File: src/rtl/wb_pkg.sv
// Shared types and widths for the writeback buffer: line geometry, FSM states
// and the layout of one buffered line entry.
package wb_pkg;

    localparam int unsigned ADDR_W   = 16;
    localparam int unsigned LINE_W   = 128;
    localparam int unsigned OFFSET_W = 4;
    localparam int unsigned TAG_W    = ADDR_W - OFFSET_W;

    typedef enum logic [1:0] {
        IDLE    = 2'd0,
        RESP    = 2'd1,
        PMEM_RD = 2'd2,
        DRAIN   = 2'd3
    } wb_state_t;

    typedef struct packed {
        logic              valid;
        logic [TAG_W-1:0]  tag;
        logic [LINE_W-1:0] data;
    } wb_entry_t;

endpackage

File: src/rtl/wb_entry_store.sv
// Circular FIFO of buffered dirty lines with a fully associative tag lookup,
// supporting push at tail, pop at head and in-place coalescing of a hit entry.
module wb_entry_store
    import wb_pkg::*;
#(
    parameter  int unsigned DEPTH = 2,
    localparam int unsigned IDX_W = (DEPTH > 1) ? $clog2(DEPTH) : 1,
    localparam int unsigned CNT_W = $clog2(DEPTH + 1)
) (
    input  logic              clk,
    input  logic              rst_n,
    input  logic              push_i,
    input  logic [TAG_W-1:0]  push_tag_i,
    input  logic [LINE_W-1:0] push_data_i,
    input  logic              pop_i,
    input  logic              wr_i,
    input  logic [IDX_W-1:0]  wr_idx_i,
    input  logic [LINE_W-1:0] wr_data_i,
    input  logic [TAG_W-1:0]  lookup_tag_i,
    output logic              hit_o,
    output logic [IDX_W-1:0]  hit_idx_o,
    output logic [LINE_W-1:0] hit_data_o,
    output logic [TAG_W-1:0]  head_tag_o,
    output logic [LINE_W-1:0] head_data_o,
    output logic              full_o,
    output logic              empty_o
);

    wb_entry_t        ent_q [DEPTH];
    logic [IDX_W-1:0] head_q, head_d;
    logic [IDX_W-1:0] tail_q, tail_d;
    logic [CNT_W-1:0] count_q, count_d;
    logic             do_push, do_pop;

    function automatic logic [IDX_W-1:0] next_idx(input logic [IDX_W-1:0] idx);
        return (idx == IDX_W'(DEPTH - 1)) ? '0 : idx + 1'b1;
    endfunction

    assign full_o      = (count_q == CNT_W'(DEPTH));
    assign empty_o     = (count_q == '0);
    assign do_push     = push_i && !full_o;
    assign do_pop      = pop_i && !empty_o;
    assign head_tag_o  = ent_q[head_q].tag;
    assign head_data_o = ent_q[head_q].data;

    // At most one valid entry carries a given tag, so the first match is the only one.
    always_comb begin
        hit_o     = 1'b0;
        hit_idx_o = '0;
        for (int unsigned i = 0; i < DEPTH; i++) begin
            if (!hit_o && ent_q[i].valid && (ent_q[i].tag == lookup_tag_i)) begin
                hit_o     = 1'b1;
                hit_idx_o = IDX_W'(i);
            end
        end
        hit_data_o = ent_q[hit_idx_o].data;
    end

    always_comb begin
        head_d  = do_pop  ? next_idx(head_q) : head_q;
        tail_d  = do_push ? next_idx(tail_q) : tail_q;
        count_d = count_q;
        if (do_push && !do_pop) begin
            count_d = count_q + 1'b1;
        end else if (do_pop && !do_push) begin
            count_d = count_q - 1'b1;
        end
    end

    always_ff @(posedge clk or negedge rst_n) begin
        if (!rst_n) begin
            for (int unsigned i = 0; i < DEPTH; i++) begin
                ent_q[i] <= '0;
            end
            head_q  <= '0;
            tail_q  <= '0;
            count_q <= '0;
        end else begin
            if (wr_i) begin
                ent_q[wr_idx_i].data <= wr_data_i;
            end
            if (do_pop) begin
                ent_q[head_q].valid <= 1'b0;
            end
            if (do_push) begin
                ent_q[tail_q] <= '{valid: 1'b1, tag: push_tag_i, data: push_data_i};
            end
            head_q  <= head_d;
            tail_q  <= tail_d;
            count_q <= count_d;
        end
    end

endmodule

File: src/rtl/writeback_buffer.sv
// Writeback buffer between the L1 arbiter and pmem: absorbs dirty lines, serves
// reads from buffered lines or pmem, and drains buffered lines in the background.
module writeback_buffer #(
    parameter int unsigned DEPTH  = 2,
    parameter int unsigned ADDR_W = 16,
    parameter int unsigned LINE_W = 128
) (
    input  logic              clk,
    input  logic              rst_n,
    input  logic              ev_read,
    input  logic              ev_write,
    input  logic [ADDR_W-1:0] ev_addr,
    input  logic [LINE_W-1:0] ev_wdata,
    output logic [LINE_W-1:0] ev_rdata,
    output logic              ev_resp,
    output logic              pmem_read,
    output logic              pmem_write,
    output logic [ADDR_W-1:0] pmem_addr,
    output logic [LINE_W-1:0] pmem_wdata,
    input  logic [LINE_W-1:0] pmem_rdata,
    input  logic              pmem_resp
);

    import wb_pkg::*;

    localparam int unsigned IDX_W = (DEPTH > 1) ? $clog2(DEPTH) : 1;

    wb_state_t         state_q, state_d;
    logic [LINE_W-1:0] rdata_q, rdata_d;

    logic              push, pop, wr;
    logic              hit, full, empty;
    logic [IDX_W-1:0]  hit_idx;
    logic [LINE_W-1:0] hit_data, head_data;
    logic [TAG_W-1:0]  head_tag, ev_tag;
    logic              unused_offset;

    assign ev_tag        = ev_addr[ADDR_W-1:OFFSET_W];
    assign unused_offset = ^ev_addr[OFFSET_W-1:0];

    wb_entry_store #(
        .DEPTH(DEPTH)
    ) u_store (
        .clk         (clk),
        .rst_n       (rst_n),
        .push_i      (push),
        .push_tag_i  (ev_tag),
        .push_data_i (ev_wdata),
        .pop_i       (pop),
        .wr_i        (wr),
        .wr_idx_i    (hit_idx),
        .wr_data_i   (ev_wdata),
        .lookup_tag_i(ev_tag),
        .hit_o       (hit),
        .hit_idx_o   (hit_idx),
        .hit_data_o  (hit_data),
        .head_tag_o  (head_tag),
        .head_data_o (head_data),
        .full_o      (full),
        .empty_o     (empty)
    );

    // Reads win over writes; a write to a full buffer forces one drain and retries.
    always_comb begin
        state_d = state_q;
        rdata_d = rdata_q;
        push    = 1'b0;
        pop     = 1'b0;
        wr      = 1'b0;
        case (state_q)
            IDLE: begin
                if (ev_read) begin
                    if (hit) begin
                        rdata_d = hit_data;
                        state_d = RESP;
                    end else begin
                        state_d = PMEM_RD;
                    end
                end else if (ev_write) begin
                    if (hit) begin
                        wr      = 1'b1;
                        state_d = RESP;
                    end else if (!full) begin
                        push    = 1'b1;
                        state_d = RESP;
                    end else begin
                        state_d = DRAIN;
                    end
                end else if (!empty) begin
                    state_d = DRAIN;
                end
            end
            RESP: state_d = IDLE;
            PMEM_RD: begin
                if (pmem_resp) begin
                    rdata_d = pmem_rdata;
                    state_d = RESP;
                end
            end
            DRAIN: begin
                if (pmem_resp) begin
                    pop     = 1'b1;
                    state_d = IDLE;
                end
            end
            default: state_d = IDLE;
        endcase
    end

    always_ff @(posedge clk or negedge rst_n) begin
        if (!rst_n) begin
            state_q <= IDLE;
            rdata_q <= '0;
        end else begin
            state_q <= state_d;
            rdata_q <= rdata_d;
        end
    end

    always_comb begin
        pmem_read  = 1'b0;
        pmem_write = 1'b0;
        pmem_addr  = '0;
        pmem_wdata = '0;
        if (state_q == PMEM_RD) begin
            pmem_read = 1'b1;
            pmem_addr = {ev_tag, {OFFSET_W{1'b0}}};
        end else if (state_q == DRAIN) begin
            pmem_write = 1'b1;
            pmem_addr  = {head_tag, {OFFSET_W{1'b0}}};
            pmem_wdata = head_data;
        end
    end

    assign ev_resp  = (state_q == RESP);
    assign ev_rdata = rdata_q;

endmodule

File: config.mk
export PLATFORM = sky130hd
export DESIGN_NAME = writeback_buffer
export DESIGN_NICKNAME = d
export VERILOG_FILES = /design/src/rtl/wb_pkg.sv /design/src/rtl/wb_entry_store.sv /design/src/rtl/writeback_buffer.sv
export SDC_FILE = /design/constraint.sdc
export NUM_CORES = 1
export LEC_CHECK = 0
export CAP_MARGIN = 10
export CORE_MARGIN = 2
export CORE_UTILIZATION = 53
export CTS_BUF_LIST = sky130_fd_sc_hd__clkbuf_2
export DETAILED_ROUTE_END_ITERATION = 8
export GPL_ROUTABILITY_DRIVEN = 0
export GPL_TIMING_DRIVEN = 0
export HOLD_SLACK_MARGIN = 0.03
export PLACE_DENSITY_LB_ADDON = 0.25
export REMOVE_ABC_BUFFERS = 1
export SLEW_MARGIN = 20
export SYNTH_ARGS = -nofsm -noshare
export SYNTH_HDL_FRONTEND = slang
export SYNTH_HIERARCHICAL = 1
export SYNTH_SLANG_ARGS = --single-unit
File: constraint.sdc
create_clock -name clk -period 2.95 [get_ports clk]
set_input_delay 0.59 -clock clk [delete_from_list [all_inputs] [get_ports clk]]
set_output_delay 0.59 -clock clk [all_outputs]
set_load 0.03 [all_outputs]
==> run_summary.xml <==
<?xml version="1.0" encoding="UTF-8"?>
<metrics>
  <group name="detailed_routing">
    <metric name="detail-route-antenna-nets" unit="">0</metric>
    <metric name="postRouteWirelength" unit="mm">87.4</metric>
    <metric name="met3WireLength" unit="mm">6.78</metric>
    <metric name="routed_via_density" unit="">5.80</metric>
    <metric name="route.layer.met1.wl" unit="mm">33.7</metric>
    <metric name="post-route-drc-count" unit="">0</metric>
    <metric name="detailroute.wirelength.met2" unit="mm">43.1</metric>
    <metric name="detail_route.wl_per_cell" unit="µm">24.1</metric>
    <metric name="routed.top_layer" unit="">met5</metric>
    <metric name="first_pass_iters" unit="">5</metric>
    <metric name="detail_route.iter0.violations" unit="">1549</metric>
    <metric name="vias" unit="">20996</metric>
  </group>
  <group name="global_routing">
    <metric name="grt_pass1_vias" unit="">21522</metric>
    <metric name="grt_overflow" unit="">0</metric>
    <metric name="grt_first_pass_wirelength" unit="mm">123</metric>
    <metric name="antenna_found_initial" unit="">13</metric>
    <metric name="grt_max_degree" unit="">94</metric>
    <metric name="groute.usage.overall" unit="">0.336</metric>
  </group>
  <group name="power_and_ir_drop">
    <metric name="cell_int_power" unit="mW">21.5</metric>
    <metric name="share_comb_of_total_power" unit="">0.595</metric>
    <metric name="sequentialPowerShare" unit="">0.290</metric>
    <metric name="leakagePower" unit="nW">17.6</metric>
    <metric name="switching_power" unit="mW">15.0</metric>
    <metric name="clock_power_share" unit="">0.115</metric>
    <metric name="power.ir.vdd_worst" unit="V">0.000630</metric>
    <metric name="sw_frac_of_total" unit="">0.411</metric>
    <metric name="p_total" unit="mW">36.5</metric>
    <metric name="power_density" unit="mW/mm²">1020</metric>
  </group>
  <group name="worst_setup_path">
    <metric name="timing.critical_path.cells" unit="">buf_12, buf_12, buf_16, buf_12, mux2_2, and3_4, buf_6</metric>
    <metric name="crit-reg2reg-launch" unit="">u_store/ent_q[269]</metric>
    <metric name="timing.setup.critical_path_class" unit="">register to output port</metric>
    <metric name="cpMostUsedCell" unit="">sky130_fd_sc_hd__buf_12</metric>
    <metric name="worst_path_max_delay_cell" unit="">sky130_fd_sc_hd__dfrtp_4</metric>
    <metric name="setup.worst_path.start" unit="">u_store/head_q</metric>
    <metric name="timing.critical_path.slowest_cell_delay" unit="ns">0.53</metric>
    <metric name="path_max_fanout" unit="">5</metric>
    <metric name="end_kind" unit="">output port</metric>
    <metric name="critical_path_required" unit="ns">2.36</metric>
    <metric name="critPathArrivalTime" unit="ns">2.74</metric>
    <metric name="worstSetupStartpointType" unit="">register</metric>
  </group>
  <group name="die">
    <metric name="die_width" unit="µm">218</metric>
    <metric name="floorplan.initialDensity" unit="">0.537</metric>
    <metric name="io_pins" unit="">552</metric>
    <metric name="die-height" unit="µm">218</metric>
    <metric name="core_area" unit="mm²">0.0453</metric>
    <metric name="rows" unit="">78</metric>
    <metric name="fp.dieArea" unit="mm²">0.0476</metric>
  </group>
  <group name="synth">
    <metric name="syn-cell-area" unit="mm²">0.0243</metric>
    <metric name="syn_avg_cell_area" unit="µm²">11.2</metric>
    <metric name="ys_warn_count" unit="">6</metric>
    <metric name="postSynthCellCount" unit="">2172</metric>
    <metric name="synth.lib_cells_used.distinct" unit="">35</metric>
    <metric name="ys_seq_area_frac" unit="">0.428</metric>
    <metric name="synth.ff_latch_count" unit="">416</metric>
    <metric name="post_synth_main_area_contributors" unit="">sky130_fd_sc_hd__dfrtp_1, sky130_fd_sc_hd__mux2_2, sky130_fd_sc_hd__mux2i_1</metric>
    <metric name="netlist.area_leader.share" unit="">0.428</metric>
    <metric name="post-synth-top-area-cell" unit="">sky130_fd_sc_hd__dfrtp_1</metric>
  </group>
  <group name="sta">
    <metric name="min_period" unit="ns">3.33</metric>
    <metric name="timing.slew.headroom" unit="">0.512</metric>
    <metric name="max_clock_freq" unit="MHz">300</metric>
    <metric name="final_skew" unit="ns">0.0967</metric>
    <metric name="report.final.setup_viol" unit="">183</metric>
    <metric name="worstMarginPinSlew" unit="ns">0.731</metric>
    <metric name="unrepaired_setup_endpoints_after_global_routing" unit="">true</metric>
    <metric name="finalMaxSlewViolations" unit="">0</metric>
    <metric name="finalWorstSetupSlack" unit="ns">-0.383</metric>
    <metric name="report.final.hold_viol_count" unit="">0</metric>
    <metric name="finalCritPeriodShare" unit="">1.13</metric>
  </group>
  <group name="clock_network">
    <metric name="clock_tree_from_tritoncts" unit="">built</metric>
    <metric name="ctsRootBufferMaster" unit="">sky130_fd_sc_hd__clkbuf_2</metric>
    <metric name="cts_inserted_buffers" unit="">112</metric>
    <metric name="clock_sinks" unit="">416</metric>
    <metric name="cts.path.max_buffers" unit="">3</metric>
    <metric name="cts.reportedPaths.clkPinSlew" unit="ns">0.09</metric>
    <metric name="cts-htree-levels" unit="">3</metric>
    <metric name="clkLatencyLatePin" unit="ns">1.17</metric>
  </group>
  <group name="hold_path">
    <metric name="hold_path_startpoint" unit="">ev_addr[8]</metric>
    <metric name="worstHoldPathType" unit="">input pin to register</metric>
  </group>
  <group name="placed_design">
    <metric name="place.port_buffers" unit="">543</metric>
    <metric name="dpl-instance-area" unit="mm²">0.0308</metric>
    <metric name="dp_hpwl" unit="mm">49.4</metric>
  </group>
  <group name="final_layout">
    <metric name="layout_common_cells" unit="">sky130_fd_sc_hd__dfrtp_1, sky130_fd_sc_hd__clkdlybuf4s50_1, sky130_fd_sc_hd__mux2_2, sky130_fd_sc_hd__mux2i_1, sky130_fd_sc_hd__nand2_1</metric>
    <metric name="drive_gt1_frac" unit="">0.352</metric>
    <metric name="layout.cells.most_common" unit="">sky130_fd_sc_hd__dfrtp_1</metric>
    <metric name="design.final.nets" unit="">3212</metric>
    <metric name="synthToLayoutAreaGrowth" unit="%">46.7</metric>
    <metric name="finish.utilization" unit="">0.787</metric>
    <metric name="layout.cell_area.non_filler" unit="mm²">0.0357</metric>
  </group>
  <group name="run">
    <metric name="drv_cap" unit="">0</metric>
  </group>
  <group name="status">
    <metric name="run_status" unit="">complete, but fails checks</metric>
    <metric name="failed_checks" unit="">negative setup slack</metric>
  </group>
</metrics>
[power groups by stage]
| stage | combinational (mW) | sequential [mW] | clock, mW |
|---|---|---|---|
| detailed placement | 17.7 | 10.7 | 0 |
| global route | 22.7 | 10.9 | 4.58 |
| floorplan | 9.18 | 12.2 | 0 |
| CTS | 20.3 | 10.4 | 4.24 |
| global placement | 14.8 | 11.1 | 0 |
| finish | 21.7 | 10.6 | 4.20 |
[critical path, delay by kind of cell, from the launching register on]
family        cells  cell delay [ns]
mux               1             0.27
buf+inv           5             0.70
flops             1             0.53
simple gates      1             0.15
[what timing repair did]
action | in CTS | in global routing
setup buffers | 52 | 38
endpoints found under the setup margin | 505 | 344
resized for setup | 1074 | 152
gates cloned | 21 | 15
hold buffers | 116 | 0
pin swaps | 5 | 4
endpoints found under the hold margin | 420 | 0
[layer usage]
metal / track usage / up-vias
li1: - / 9310
met1: 0.401 / 10485
met2: 0.569 / 963
met3: 0.0818 / 236
met4: 0.166 / 2
met5: 0 / -
[metrics by stage]
step                      hold slack (ns)  TNS [ns]  setup WS (ns)  std cells
after global routing               0.0790    -71.09         -0.472       3619
after CTS                          0.0303    -55.34         -0.510       3561
after detailed placement            0.494   -409.61          -1.32       3185
after global placement              0.488         -         -17.19       3136
final                               0.130    -36.64         -0.383       3622
after floorplan                     0.294  -3135.10          -7.96       1993
[logic make-up (layout without fill, tap and decap cells)]
kind of cell             after synthesis  after routing  synth area share
other                                  1             18          0.000154
AND/OR/NAND/NOR                      471            475            0.0902
XOR/XNOR                              28             28            0.0101
multiplexers                         804            804             0.376
flip-flops                           416            416             0.428
buffers and inverters                187           1016            0.0406
adder cells (fa/ha/maj)                1              1          0.000515
AO/OA/AOI/OAI                        264            264            0.0547
[state kept, by name, summed over array words and instances (netlist names)]
signal and cells:
u_store/tail_q 1, u_store/ent_q 282, ev_rdata 128, state_q 2, u_store/head_q 1, u_store/count_q 2
[Yosys cell counts (all sizes together)]
cell and number:
nor3b 1, a21oi 130, ha 1, mux2 536, nand4 4, xor2 2, conb 1, and3 129
or2 2, clkbuf 104, nand3b 1, nor3 1, o21ai 131, nor2 133, nor2b 15, mux2i 268
o22ai 1, buf 78, nand2b 3, nand3 3, xnor2 26, nor4 3, inv 5, o31a 2
nand2 174, dfrtp 416, and4b 2
[cell type report]
class	count	area, µm²
Antenna cell	14	35.0
Fill cell	2708	9630
Tap cell	600	751
Sequential cell	416	10400
Clock buffer	171	856
Clock inverter	17	116
Timing Repair Buffer	823	9700
Inverter	5	22.5
Multi-Input combinational cell	1576	13800
[worst paths after layout]
| check | to | cells after the start | slack (ns) |
|---|---|---|---|
| worst max-delay path | pmem_wdata[7] | 7 | -0.38 |
| worst min-delay path | u_store/ent_q[273] | 3 | 0.13 |
| worst max register to register | u_store/ent_q[38] | 11 | -0.07 |
| worst min register to register | ev_rdata[50] | 1 | 0.51 |
| max in group asynchronous | u_store/ent_q[185] | 5 | 0.87 |
| min in group asynchronous | u_store/ent_q[196] | 3 | 0.58 |
Power figures use the tool's default switching activity.
